<file path="src/rtl/mem_cycle_pkg.sv">
`default_nettype none
// +------------------------------------------------------------------+
// | mem_cycle_pkg                                                    |
// | State encodings and index helpers for the memory cycle control.  |
// | Rev 1.0                                                          |
// +------------------------------------------------------------------+
package mem_cycle_pkg;

  typedef enum logic [1:0] {
    HALT = 2'd0,
    RUN  = 2'd1,
    STEP = 2'd2
  } run_state_t;

  typedef enum logic [1:0] {
    IDLE   = 2'd0,
    ACCESS = 2'd1,
    DONE   = 2'd2
  } bus_state_t;

  function automatic int idx_w(input int n);
    return (n > 1) ? $clog2(n) : 1;
  endfunction

  // Channel index arithmetic modulo n, without a divider.
  function automatic int wrap_add(input int a, input int b, input int n);
    int s;
    s = a + b;
    return (s >= n) ? (s - n) : s;
  endfunction

endpackage
`default_nettype wire

</file>
<file path="src/rtl/mem_cycle_ctrl_if.sv">
`default_nettype none
// +------------------------------------------------------------------+
// | mem_cycle_ctrl_if                                                |
// | Control, requester and memory-strobe bundle for mem_cycle_ctrl.  |
// | Rev 1.0                                                          |
// +------------------------------------------------------------------+
interface mem_cycle_ctrl_if #(
  parameter int N_CH   = 2,
  parameter int WAIT_W = 4
);
  logic              i_strt;
  logic              i_stop;
  logic              i_step;
  logic [N_CH-1:0]   i_req_rd;
  logic [N_CH-1:0]   i_req_wr;
  logic              i_done;
  logic [WAIT_W-1:0] i_cfg_wait;
  logic              o_enable;
  logic              o_r;
  logic              o_w;
  logic [N_CH-1:0]   o_gnt;
  logic              o_busy;
  logic              o_timeout_err;

  modport master (
    output i_strt, i_stop, i_step, i_req_rd, i_req_wr, i_done, i_cfg_wait,
    input  o_enable, o_r, o_w, o_gnt, o_busy, o_timeout_err
  );

  modport slave (
    input  i_strt, i_stop, i_step, i_req_rd, i_req_wr, i_done, i_cfg_wait,
    output o_enable, o_r, o_w, o_gnt, o_busy, o_timeout_err
  );
endinterface
`default_nettype wire

</file>
<file path="src/rtl/mem_cycle_ctrl_rr_arbiter.sv">
`default_nettype none
// +------------------------------------------------------------------+
// | rr_arbiter                                                       |
// | Round-robin pick: first requester at or after i_ptr, wrapping.   |
// | Rev 1.0                                                          |
// +------------------------------------------------------------------+
module rr_arbiter
  import mem_cycle_pkg::*;
#(
  parameter  int N_CH  = 2,
  localparam int IDX_W = idx_w(N_CH)
) (
  input  wire logic [N_CH-1:0]  i_req,
  input  wire logic [IDX_W-1:0] i_ptr,
  output logic                  o_valid,
  output logic [N_CH-1:0]       o_gnt,
  output logic [IDX_W-1:0]      o_idx
);

  int w_k;

  always_comb begin
    o_valid = 1'b0;
    o_gnt   = '0;
    o_idx   = '0;
    w_k     = 0;
    for (int i = 0; i < N_CH; i++) begin
      w_k = wrap_add(int'(i_ptr), i, N_CH);
      if (!o_valid && i_req[w_k]) begin
        o_valid    = 1'b1;
        o_gnt[w_k] = 1'b1;
        o_idx      = IDX_W'(w_k);
      end
    end
  end

endmodule
`default_nettype wire

</file>
<file path="src/rtl/mem_cycle_ctrl.sv">
`default_nettype none
// +------------------------------------------------------------------+
// | mem_cycle_ctrl                                                   |
// | CPU run/stop/step control and arbitrated memory bus sequencer.   |
// | Rev 1.0                                                          |
// +------------------------------------------------------------------+
module mem_cycle_ctrl
  import mem_cycle_pkg::*;
#(
  parameter int N_CH   = 2,
  parameter int WAIT_W = 4,
  parameter int TO_CYC = 64
) (
  input wire logic        clk,
  input wire logic        rst_n,
  mem_cycle_ctrl_if.slave bus
);

  localparam int IDX_W = idx_w(N_CH);
  localparam int TC_W  = $clog2(TO_CYC);

  run_state_t        r_run, w_run_nxt;
  bus_state_t        r_bus, w_bus_nxt;
  logic [WAIT_W-1:0] r_wcnt;
  logic [TC_W-1:0]   r_tcnt;
  logic              r_stop_pend;
  logic [IDX_W-1:0]  r_ptr;
  logic [IDX_W-1:0]  r_win;

  logic [N_CH-1:0]   w_req;
  logic [N_CH-1:0]   w_arb_gnt;
  logic [IDX_W-1:0]  w_arb_idx;
  logic              w_arb_valid;
  logic              w_stop_eff;
  logic              w_start;
  logic              w_done_ok;
  logic              w_tmo;

  assign w_req = bus.i_req_rd | bus.i_req_wr;

  rr_arbiter #(.N_CH(N_CH)) u_arb (
    .i_req   (w_req),
    .i_ptr   (r_ptr),
    .o_valid (w_arb_valid),
    .o_gnt   (w_arb_gnt),
    .o_idx   (w_arb_idx)
  );

  // A pending stop blocks new accesses so RUN can drain to HALT.
  assign w_stop_eff = bus.i_stop | r_stop_pend;
  assign w_start    = (r_bus == IDLE) && (r_run != HALT) && w_arb_valid &&
                      !((r_run == RUN) && w_stop_eff);
  assign w_done_ok  = bus.i_done && (r_wcnt == '0);
  assign w_tmo      = (r_tcnt == TC_W'(TO_CYC - 1));

  always_comb begin
    w_bus_nxt = r_bus;
    case (r_bus)
      IDLE:    if (w_start) w_bus_nxt = ACCESS;
      ACCESS:  if (w_done_ok || w_tmo) w_bus_nxt = DONE;
      DONE:    w_bus_nxt = IDLE;
      default: w_bus_nxt = IDLE;
    endcase

    w_run_nxt = r_run;
    case (r_run)
      HALT: begin
        if (bus.i_strt && !bus.i_stop) w_run_nxt = RUN;
        else if (bus.i_step)           w_run_nxt = STEP;
      end
      RUN:     if (w_stop_eff && (r_bus == IDLE)) w_run_nxt = HALT;
      STEP:    if (((r_bus == IDLE) && !w_start) || (r_bus == DONE)) w_run_nxt = HALT;
      default: w_run_nxt = HALT;
    endcase
  end

  always_ff @(posedge clk or negedge rst_n) begin
    if (!rst_n) begin
      r_run             <= HALT;
      r_bus             <= IDLE;
      r_wcnt            <= '0;
      r_tcnt            <= '0;
      r_stop_pend       <= 1'b0;
      r_ptr             <= '0;
      r_win             <= '0;
      bus.o_enable      <= 1'b0;
      bus.o_r           <= 1'b0;
      bus.o_w           <= 1'b0;
      bus.o_gnt         <= '0;
      bus.o_busy        <= 1'b0;
      bus.o_timeout_err <= 1'b0;
    end else begin
      r_run        <= w_run_nxt;
      r_bus        <= w_bus_nxt;
      r_stop_pend  <= (r_run == RUN) && w_stop_eff && (r_bus != IDLE);
      bus.o_enable <= (w_run_nxt != HALT) && (w_bus_nxt != ACCESS);
      bus.o_busy   <= (w_bus_nxt != IDLE);
      case (r_bus)
        IDLE: begin
          if (w_start) begin
            r_win     <= w_arb_idx;
            bus.o_gnt <= w_arb_gnt;
            // Write has priority when a channel asserts both requests.
            bus.o_w   <= |(bus.i_req_wr & w_arb_gnt);
            bus.o_r   <= (|(bus.i_req_rd & w_arb_gnt)) && !(|(bus.i_req_wr & w_arb_gnt));
            r_wcnt    <= bus.i_cfg_wait;
            r_tcnt    <= '0;
          end
        end
        ACCESS: begin
          if (w_done_ok || w_tmo) begin
            bus.o_r <= 1'b0;
            bus.o_w <= 1'b0;
            if (w_tmo && !w_done_ok) bus.o_timeout_err <= 1'b1;
          end else begin
            if (r_wcnt != '0) r_wcnt <= r_wcnt - 1'b1;
            r_tcnt <= r_tcnt + 1'b1;
          end
        end
        DONE: begin
          bus.o_gnt <= '0;
          r_ptr     <= IDX_W'(wrap_add(int'(r_win), 1, N_CH));
        end
        default: ;
      endcase
    end
  end

endmodule
`default_nettype wire
</file>
<file path="src/flat_wrapper.sv">
// flat-port wrapper written by rule: the top's interface ports become plain ports
module mem_cycle_ctrl_flat import mem_cycle_pkg::*;
#(
  parameter int N_CH   = 2,
  parameter int WAIT_W = 4,
  parameter int TO_CYC = 64
)
  (clk, rst_n, bus_i_strt, bus_i_stop, bus_i_step, bus_i_req_rd, bus_i_req_wr, bus_i_done, bus_i_cfg_wait, bus_o_enable, bus_o_r, bus_o_w, bus_o_gnt, bus_o_busy, bus_o_timeout_err);
  mem_cycle_ctrl_if #(.N_CH(N_CH), .WAIT_W(WAIT_W)) bus_i ();
  input wire logic clk;
  input wire logic rst_n;
  input wire logic [$bits(bus_i.i_strt)-1:0] bus_i_strt;
  input wire logic [$bits(bus_i.i_stop)-1:0] bus_i_stop;
  input wire logic [$bits(bus_i.i_step)-1:0] bus_i_step;
  input wire logic [$bits(bus_i.i_req_rd)-1:0] bus_i_req_rd;
  input wire logic [$bits(bus_i.i_req_wr)-1:0] bus_i_req_wr;
  input wire logic [$bits(bus_i.i_done)-1:0] bus_i_done;
  input wire logic [$bits(bus_i.i_cfg_wait)-1:0] bus_i_cfg_wait;
  output wire logic [$bits(bus_i.o_enable)-1:0] bus_o_enable;
  output wire logic [$bits(bus_i.o_r)-1:0] bus_o_r;
  output wire logic [$bits(bus_i.o_w)-1:0] bus_o_w;
  output wire logic [$bits(bus_i.o_gnt)-1:0] bus_o_gnt;
  output wire logic [$bits(bus_i.o_busy)-1:0] bus_o_busy;
  output wire logic [$bits(bus_i.o_timeout_err)-1:0] bus_o_timeout_err;
  assign bus_i.i_strt = bus_i_strt;
  assign bus_i.i_stop = bus_i_stop;
  assign bus_i.i_step = bus_i_step;
  assign bus_i.i_req_rd = bus_i_req_rd;
  assign bus_i.i_req_wr = bus_i_req_wr;
  assign bus_i.i_done = bus_i_done;
  assign bus_i.i_cfg_wait = bus_i_cfg_wait;
  assign bus_o_enable = bus_i.o_enable;
  assign bus_o_r = bus_i.o_r;
  assign bus_o_w = bus_i.o_w;
  assign bus_o_gnt = bus_i.o_gnt;
  assign bus_o_busy = bus_i.o_busy;
  assign bus_o_timeout_err = bus_i.o_timeout_err;
  mem_cycle_ctrl #(.N_CH(N_CH), .WAIT_W(WAIT_W), .TO_CYC(TO_CYC)) u_core (.clk(clk), .rst_n(rst_n), .bus(bus_i));
endmodule
</file>
<file path="config.mk">
export PLATFORM = sky130hd
export DESIGN_NAME = mem_cycle_ctrl_flat
export DESIGN_NICKNAME = d
export VERILOG_FILES = /design/src/rtl/mem_cycle_pkg.sv /design/src/rtl/mem_cycle_ctrl_if.sv /design/src/rtl/mem_cycle_ctrl_rr_arbiter.sv /design/src/rtl/mem_cycle_ctrl.sv /design/src/flat_wrapper.sv
export SDC_FILE = /design/constraint.sdc
export NUM_CORES = 1
export LEC_CHECK = 0
export CORE_MARGIN = 4
export CORE_UTILIZATION = 45
export DETAILED_ROUTE_END_ITERATION = 6
export GPL_ROUTABILITY_DRIVEN = 0
export PLACE_DENSITY = 0.69
export SLEW_MARGIN = 10
export SYNTH_ARGS = -nofsm -noshare
export SYNTH_HDL_FRONTEND = slang
export SYNTH_SLANG_ARGS = --single-unit
</file>
<file path="constraint.sdc">
create_clock -name clk -period 2.4 [get_ports clk]
set_clock_uncertainty 0.1 [all_clocks]
set_input_delay 0.36 -clock clk [delete_from_list [all_inputs] [get_ports clk]]
set_output_delay 0.36 -clock clk [all_outputs]
set_load 0.05 [all_outputs]
</file>
==> metrics.cfg, run 1 <==
[outcome]
status = completed

[power_and_ir_drop]
p_int_uw = 1027
power_density_nw_per_um2 = 1209
p_sw_share_pct = 44.86
p_total_uw = 1862
power_frac_comb_pct = 51.8
clock_power_share_pct = 9.4
irDropWorstVdd_mv = 0.8089
p_leak_uw = 0.0006595
seqPwrFrac_pct = 38.9
switching_power_uw = 835.5

[finish]
fin_nets = 175
layout-drive-gt1-share_pct = 9.615
fin_cells = 187
area_delta_synth_final_pct = 19.63
insertedDiodeCount = 0
n_fill_cell = 252

[synthesis]
synth_compound_area_share_pct = 23.13
synth_common_cells = dfrtp_1 (24), o21ai_0 (14), a21oi_1 (12), nor2_1 (10), inv_1 (9)
syn-num-nets = 152
synthAdderAreaFrac_pct = 2.915
yosys.area_share.simple_pct = 22.06
ys_types = 43
avgSynthCellArea_um2 = 9.537
synth_area_leaders = dfrtp_1 (47%), o21ai_0 (5.4%), a21oi_1 (4.7%)
yosys_register_bits = 24
seq_area_frac_synth_pct = 46.65
synth.cell_area_um2 = 1287
syn_inst = 135
yosys.area_share.xor_xnor_pct = 0
ys.warnings.count = 0
synthArstFlopShare_pct = 100.0
synth_top_family_by_area = compound AO/OA/AOI/OAI gates
synthFlopType = dfrtp_1
synth_edf_count = 0
synthMuxAreaShare_pct = 0.7775
synth_area_leader_cell = dfrtp_1
synth_top_area_share_pct = 46.65
post-synth-top-count-cell = dfrtp_1

[floorplan]
die_w_um = 61.49
start_util_pct = 47.09
chipHeight_um = 61.49
dieArea_um2 = 3781
core-area_um2 = 2734
io_pins = 21
rows = 19

[worst_setup_path]
critPathKind = reg2reg
worstPathMaxFanout = 13
regToRegStartpoint = u_core.r_wcnt[0]
cp-end-kind = flop
slowest_delay_ns = 0.55
r2r-end = u_core.r_tcnt[5]
start_kind = flop
r2r_setup_slack_ns = 0.40
cp.required_ns = 2.54
slowest_stage = or4_1
crit_arrival_ns = 2.13
rr_worst_depth = 6
critPathLaunch = u_core.r_wcnt[0]
cp_cell_sequence = inv_1 -> ha_1 -> nand4bb_1 -> o211ai_2 -> or4_1 -> a21oi_1

[clock_network]
clockBufferDepth = 2
hold_buffers = 0
htreeDepth = 1
clk_pin_slew_ns = 0.13
cts_root_buf = clkbuf_4
clock_latency_ns = 0.31
cts_tree = yes
cts_setup_buffers = 0
cts_sinks = 24
cts_resized = 0
cts_inserted_buffers = 3

[global_routing]
grt_pass1_vias = 1063
grt_remaining_overflow = 0
grt_pass1_wl_mm = 4.533
antenna_found_initial = 0
grt_max_degree = 25
grt_use_total_pct = 16.16

[timing]
fmax_mhz = 501.0
worst_pin_slew_ns = 0.5616
fin_tns_setup_ns = 0
rsz0062_at_grt = false
slew_violations = 0
fin_crit_ns = 1.996
fin_ws_ns = 0.4041
setup_violations = 0
relSlewSlack_pct = 62.45
finalCritPeriodShare_pct = 83.16
hold_viol_final = 0

[placed_design]
dpl_worst_slack_ns = 0.07237
port_buffers = 20
dp_hpwl_mm = 2.020
dp.cells = 184

[detailed_routing]
wl_per_cell_um = 14.22
vias = 1070
dr.pass1.iters = 4
viasPerCell = 5.722
drc_errors = 0
totalWireLength_mm = 2.660
drt_iter0_markers = 46
detail-route-antenna-nets = 0

[hold_path]
worstHoldPathType = in2async

[run]
maxCapViolCount = 0

sequential cells by signal, summed over array words and instances (netlist names), 2 cells and up:
| register | flops |
|---|---|
| u_core.r_wcnt | 4 |
| u_core.r_tcnt | 6 |
| u_core.r_bus | 2 |
| u_core.r_run | 2 |
| u_core.bus.o_gnt | 2 |
cell type report:
| cell class | count | area, µm² | share of cell area (%) |
|---|---|---|---|
| Clock buffer | 3 | 22.52 | 1.462 |
| Inverter | 9 | 33.78 | 2.193 |
| Multi-Input combinational cell | 98 | 629.4 | 40.86 |
| Sequential cell | 24 | 600.6 | 38.99 |
| Tap cell | 31 | 38.79 | 2.518 |
| Timing Repair Buffer | 22 | 215.2 | 13.97 |
logic make-up after synthesis:
group,after synthesis
AOI/OAI and AO/OA,44
adders and majority gates,3
buffers and inverters,13
DFF,24
muxes,1
and+or+nand+nor,50
critical path: cells and delay by family, from the launching register on:
| family | cells | cell delay, ns |
|---|---|---|
| fa+ha+maj | 1 | 0.23 |
| compound gates | 2 | 0.40 |
| flops | 1 | 0.40 |
| simple gates | 2 | 0.71 |
| buf+inv | 1 | 0.08 |
metrics by stage:
| step | hold WS [ns] | util [%] | cell area [µm²] |
|---|---|---|---|
| after global routing | 0.3028 | 56.34 | 1540 |
| after floorplan | -0.03559 | - | 1287 |
| after CTS | 0.2932 | 56.34 | 1540 |
| after detailed placement | 0.3570 | 55.51 | 1518 |
| final | 0.2843 | 56.34 | 1540 |
| after global placement | 0.3435 | 55.51 | 1518 |
how the worst max path moves through the flow:
stage,end,slack [ns]
2_1_floorplan,u_core.r_wcnt[2],0.72
3_3_place_gp,u_core.r_tcnt[4],0.15
3_5_place_dp,u_core.r_tcnt[4],0.07
4_1_cts,u_core.r_tcnt[5],0.40
5_1_grt,u_core.bus.o_w,0.24
6_report,u_core.r_tcnt[5],0.40
routing by layer:
layer | track usage (%) | routed length [µm] | up-vias
li1 | - | - | 536
met1 | 19.77 | 1236 | 514
met2 | 26.46 | 1274 | 18
met3 | 4.822 | 130 | 2
met4 | 6.667 | 19 | 0
met5 | 0 | 0 | -
cell usage in the layout, fill, tap and decap left out, types with 2 or more instances in the layout:
cell type,count
a211o_1,2
a21oi_1,12
and2_1,2
buf_4,2
clkbuf_4,3
clkdlybuf4s50_1,20
dfrtp_1,24
ha_1,3
inv_1,9
nand2_1,8
nand2b_1,4
nand3_1,5
nor2_1,10
nor3_1,5
o211ai_2,2
o21a_1,2
o21ai_0,14
or3_1,3
or4_1,2
power groups by stage:
stage          clock, µW  combinational, µW  sequential (µW)
2_1_floorplan          0                617              831
6_report             175                964              724
5_1_grt              197               1080              749
3_5_place_dp           0                968              732
3_3_place_gp           0                940              723
4_1_cts              180                973              723
Power figures use the tool's default switching activity.
==> run 2: changes to the inputs <==
--- a/config.mk
+++ b/config.mk
@@ -9,7 +9,7 @@
 export CORE_UTILIZATION = 45
 export DETAILED_ROUTE_END_ITERATION = 6
 export GPL_ROUTABILITY_DRIVEN = 0
-export PLACE_DENSITY = 0.69
+export PLACE_DENSITY = 0.72
 export SLEW_MARGIN = 10
 export SYNTH_ARGS = -nofsm -noshare
 export SYNTH_HDL_FRONTEND = slang
==> constraint.sdc (replaced) <==
create_clock -name clk -period 1.8 [get_ports clk]
set_clock_uncertainty 0.1 [all_clocks]
set_input_delay 0.27 -clock clk [delete_from_list [all_inputs] [get_ports clk]]
set_output_delay 0.27 -clock clk [all_outputs]
set_load 0.05 [all_outputs]
==> run 2 against run 1 <==
Count of clock-buffer cells in the layout rose by 1. Wire length increased by 12%. Non-clock buffer count is 21 higher. Global-route usage grew 0.55 points. Die area unchanged. Total power grew 56%. Utilization increased by 7.7 points. Critical path type is now in2reg. Highest routed layer unchanged.
==> metrics.cfg, run 2 (synthesis results as in run 1) <==
[placed_design]
place_area_um2 = 1643
port_buffers = 20
dp_hpwl_mm = 2.203

[timing]
fin_crit_ns = 1.747
setup_violations = 0
slew_violations = 0
rsz0062_at_grt = true
worst_pin_slew_ns = 0.5636
finalCritPeriodShare_pct = 97.04
hold_viol_final = 0
relSlewSlack_pct = 62.03
fmax_mhz = 572.5

[finish]
top_regs = u_core.r_tcnt: 6 flops, u_core.r_wcnt: 4 flops
largest_reg_flops = 6
final_common_cell = buf_4
fin_nets = 196
largest-register = u_core.r_tcnt
fin_util_pct = 64.07
fin_area_um2 = 1752
insertedDiodeCount = 0
n_fill_cell = 210
area_delta_synth_final_pct = 36.05
final_cell_mix = buf_4 (29), dfrtp_1 (24), o21ai_0 (14), clkdlybuf4s50_1 (13), a21oi_1 (11)
layout-drive-gt1-share_pct = 28.09

[detailed_routing]
vias = 1160
drt_iter0_markers = 69
totalWireLength_mm = 2.974
wl_met3_um = 102
detail-route-antenna-nets = 0
wl_per_cell_um = 14.23
wl_met1_mm = 1.312
dr_wl_met2_mm = 1.535
topRoutingLayerUsed = met4
drc_errors = 0
viasPerCell = 5.550
dr.pass1.iters = 4

[worst_setup_path]
crit_buf_inv = 1
start_kind = primary input
cp.required_ns = 1.92
critPathKind = in2reg
slowest_delay_ns = 0.57
cp-end-kind = flop
slowest_stage = or4_1
cp_cell_sequence = clkdlybuf4s50_1 -> or4_1 -> o211ai_4 -> a21oi_1 -> a221o_1
crit_arrival_ns = 1.87
cp_top_family = compound AO/OA/AOI/OAI gates
worstPathMaxFanout = 8

[floorplan]
core-area_um2 = 2734
rows = 19
dieArea_um2 = 3781
start_util_pct = 47.09
die_w_um = 61.49
io_pins = 21
chipHeight_um = 61.49

[power_and_ir_drop]
irDropWorstVdd_mv = 1.100
p_leak_uw = 0.0007802
power_density_nw_per_um2 = 1657

[outcome]
status = completed

[global_routing]
antenna_found_initial = 0
grt_pass1_vias = 1153
grt_remaining_overflow = 0
grt_max_degree = 25
grt_pass1_wl_mm = 4.726
grt_use_total_pct = 16.70

[clock_network]
cts_inserted_buffers = 3
clockBufferDepth = 2
clock_latency_ns = 0.32
htreeDepth = 1
clk_pin_slew_ns = 0.14
cts_tree = yes
cts_sinks = 24
hold_buffers = 0
cts_root_buf = clkbuf_4

[run]
maxCapViolCount = 0

[hold_path]
worstHoldPathType = in2async

run 2: metal layers:
layer	vias to the layer above	track usage, %
met3	4	2.935
met2	18	30.19
met5	-	0
met1	562	19.84
li1	576	-
met4	0	5.455
run 2: stage by stage:
step	TNS (ns)	setup slack, ns	total power, µW	hold WS [ns]	std cells
finish	0	0.05329	2903	0.1828	209
global route	-0.04701	-0.02780	3141	0.2066	209
CTS	0	0.001738	2808	0.1952	209
detailed placement	-2.587	-0.2992	2475	0.3473	203
global placement	-2.104	-0.2362	2410	0.3375	203
floorplan	0	0.1319	1930	-0.1256	135
run 2: path summary, 6_finish.rpt:
| path | startpoint | to | slack [ns] | cells after the start |
|---|---|---|---|---|
| worst max-delay path | bus_i_req_rd[0] | u_core.r_wcnt[2] | 0.05 | 5 |
| max in group asynchronous | rst_n | u_core.r_tcnt[5] | 1.17 | 2 |
| worst min register to register | u_core.r_win | u_core.r_ptr | 0.36 | 1 |
| worst max register to register | u_core.r_bus[0] | u_core.r_wcnt[2] | 0.07 | 4 |
| worst min-delay path | rst_n | u_core.bus.o_w | 0.18 | 2 |
| min in group clk | u_core.r_win | u_core.r_ptr | 0.36 | 1 |
run 2: cell type report:
type / count / area, µm² / area share, %
multi-input cells: 98 / 683.2 / 39.00
flip-flops and latches: 24 / 600.6 / 34.29
repair buffers: 43 / 359.1 / 20.50
well taps: 31 / 38.79 / 2.214
clock buffers: 4 / 36.28 / 2.071
inverters: 9 / 33.78 / 1.929
run 2: timing repair:
item / 4_1_cts / 5_1_grt
pin swaps: 2 / 4
setup endpoints to repair: 2 / 6
resized for setup: 1 / 10
hold endpoints to repair: 0 / 0
setup buffers: 2 / 0
run 2: where the power goes:
group | total [µW] | switching [µW] | internal, µW
clock network | 291 | 167 | 124
registers | 955 | 192 | 763
logic | 1660 | 890 | 767
==> run 3: changes to the inputs <==
--- a/config.mk
+++ b/config.mk
@@ -9,7 +9,7 @@
 export CORE_UTILIZATION = 45
 export DETAILED_ROUTE_END_ITERATION = 6
 export GPL_ROUTABILITY_DRIVEN = 0
-export PLACE_DENSITY = 0.72
+export PLACE_DENSITY_LB_ADDON = 0.2
 export SLEW_MARGIN = 10
 export SYNTH_ARGS = -nofsm -noshare
 export SYNTH_HDL_FRONTEND = slang
==> run 3 against run 2 <==
Sequential power down 2.1%. Global-route usage down 0.42 points. First-iteration DRC count up 29%. Combinational power up 5%. Maximum frequency up 1.1%. Total power up 0.63%.
==> metrics.cfg, run 3 (synthesis results as in run 1) <==
[floorplan]
io_pins = 21
start_util_pct = 47.09
dieArea_um2 = 3781
rows = 19
chipHeight_um = 61.49
core-area_um2 = 2734
die_w_um = 61.49

[timing]
rsz0062_at_grt = false
fmax_mhz = 578.6
fin_tns_setup_ns = 0
worst_pin_slew_ns = 0.5084
finalCritPeriodShare_pct = 96.01
hold_viol_final = 0
fin_crit_ns = 1.728
setup_violations = 0
slew_violations = 0
relSlewSlack_pct = 65.75

[worst_setup_path]
critPathKind = in2reg
regToRegStartpoint = u_core.r_tcnt[0]
cp-end-kind = flop
cp.required_ns = 1.91
r2r-end = u_core.r_tcnt[5]
crit_arrival_ns = 1.84
rr_worst_depth = 5
slowest_stage = or4_1
start_kind = primary input
cp_cell_sequence = clkdlybuf4s50_1 -> or4_1 -> o211ai_4 -> a2111oi_1 -> a211o_1
slowest_delay_ns = 0.58
worstPathMaxFanout = 9
critPathLaunch = bus_i_req_wr[0]
r2r_setup_slack_ns = 0.08
crit_path_end = u_core.r_tcnt[4]

[finish]
area_delta_synth_final_pct = 38.19
largest-register = u_core.r_tcnt
final_common_cell = buf_4
layout-drive-gt1-share_pct = 30.56
final_cell_mix = buf_4 (32), dfrtp_1 (24), o21ai_0 (14), clkdlybuf4s50_1 (13)
fin_cells = 211
insertedDiodeCount = 0
largest_reg_flops = 6
top_regs = u_core.r_tcnt: 6 flops, u_core.r_wcnt: 4 flops
fin_nets = 199
n_fill_cell = 215

[power_and_ir_drop]
p_leak_uw = 0.0007922
seqPwrFrac_pct = 32.0
power_frac_comb_pct = 59.8
p_sw_share_pct = 42.57
power_density_nw_per_um2 = 1642
clock_power_share_pct = 8.1
switching_power_uw = 1244
irDropWorstVdd_mv = 1.162
p_int_uw = 1678

[placed_design]
port_buffers = 20
dp.cells = 205
dp_hpwl_mm = 2.138

[clock_network]
clk_pin_slew_ns = 0.13
cts_tree = yes
clock_latency_ns = 0.32
htreeDepth = 1
cts_root_buf = clkbuf_4
cts_sinks = 24
clockBufferDepth = 2
cts_inserted_buffers = 3

[hold_path]
worstHoldPathType = in2async

[outcome]
status = completed

[global_routing]
grt_pass1_vias = 1080
grt_max_degree = 25
grt_pass1_wl_mm = 4.664
grt_remaining_overflow = 0
antenna_found_initial = 0
grt_use_total_pct = 16.28

[detailed_routing]
detail-route-antenna-nets = 0
viasPerCell = 5.668
wl_per_cell_um = 13.96
drt_iter0_markers = 89
totalWireLength_mm = 2.946
drc_errors = 0
vias = 1196
dr.pass1.iters = 4

[run]
maxCapViolCount = 0

run 3: changes by cell type in the layout (fill, tap and decap cells not counted), sizes merged:
cell / previous run / this run
buf: 30 / 33
clkbuf: 4 / 3
run 3: area by class of cell:
cell class | count | area [µm²] | area share, %
Clock buffer | 3 | 22.52 | 1.266
Sequential cell | 24 | 600.6 | 33.76
Inverter | 9 | 33.78 | 1.899
Tap cell | 31 | 38.79 | 2.180
Timing Repair Buffer | 46 | 381.6 | 21.45
Multi-Input combinational cell | 98 | 701.9 | 39.45
run 3: layer usage:
metal | GRT usage [%] | vias up | wire length (µm)
met5 | 0 | - | 0
met4 | 7.576 | 0 | 55
met3 | 3.564 | 7 | 160
met2 | 24.81 | 39 | 1376
met1 | 21.95 | 566 | 1355
li1 | - | 584 | -
run 3: worst min-delay path by stage:
stage,end,slack (ns),cells past startpoint
after floorplan,u_core.bus.o_busy,-0.13,0
after global placement,u_core.r_ptr,0.34,1
after detailed placement,u_core.r_ptr,0.35,1
after CTS,u_core.r_run[1],0.19,2
after global routing,u_core.r_wcnt[2],0.19,2
final,u_core.r_wcnt[2],0.19,2
run 3: timing repair:
action | CTS | global route
pin swaps | 1 | 4
buffers inserted | 3 | 0
resized for setup | 1 | 14
hold endpoints to repair | 0 | 0
endpoints found under the setup margin | 2 | 8
hold buffers | 0 | 0
run 3: power groups by stage:
stage          combinational [µW]  clock, µW  sequential [µW]
2_1_floorplan                 822          0             1110
3_5_place_dp                 1560          0              934
4_1_cts                      1620        246              925
5_1_grt                      1920        274              969
6_report                     1750        238              935
3_3_place_gp                 1540          0              925
run 3: worst max-delay path: cells and delay by family:
family / cells / cell delay [ns]
buf+inv: 1 / 0.41
compound gates: 3 / 0.58
simple gates: 1 / 0.58
run 3: per-stage QoR:
stage          utilization [%]  instance area, µm²  power, µW  hold slack, ns  setup slack [ns]
2_1_floorplan                -                1287       1930         -0.1256            0.1319
3_3_place_gp             60.64                1658       2464          0.3368           -0.2621
3_5_place_dp             60.64                1658       2497          0.3474           -0.3014
4_1_cts                  62.47                1708       2796          0.1949         0.0008011
5_1_grt                  65.08                1779       3165          0.1935           0.01361
6_report                 65.08                1779       2921          0.1920           0.07176
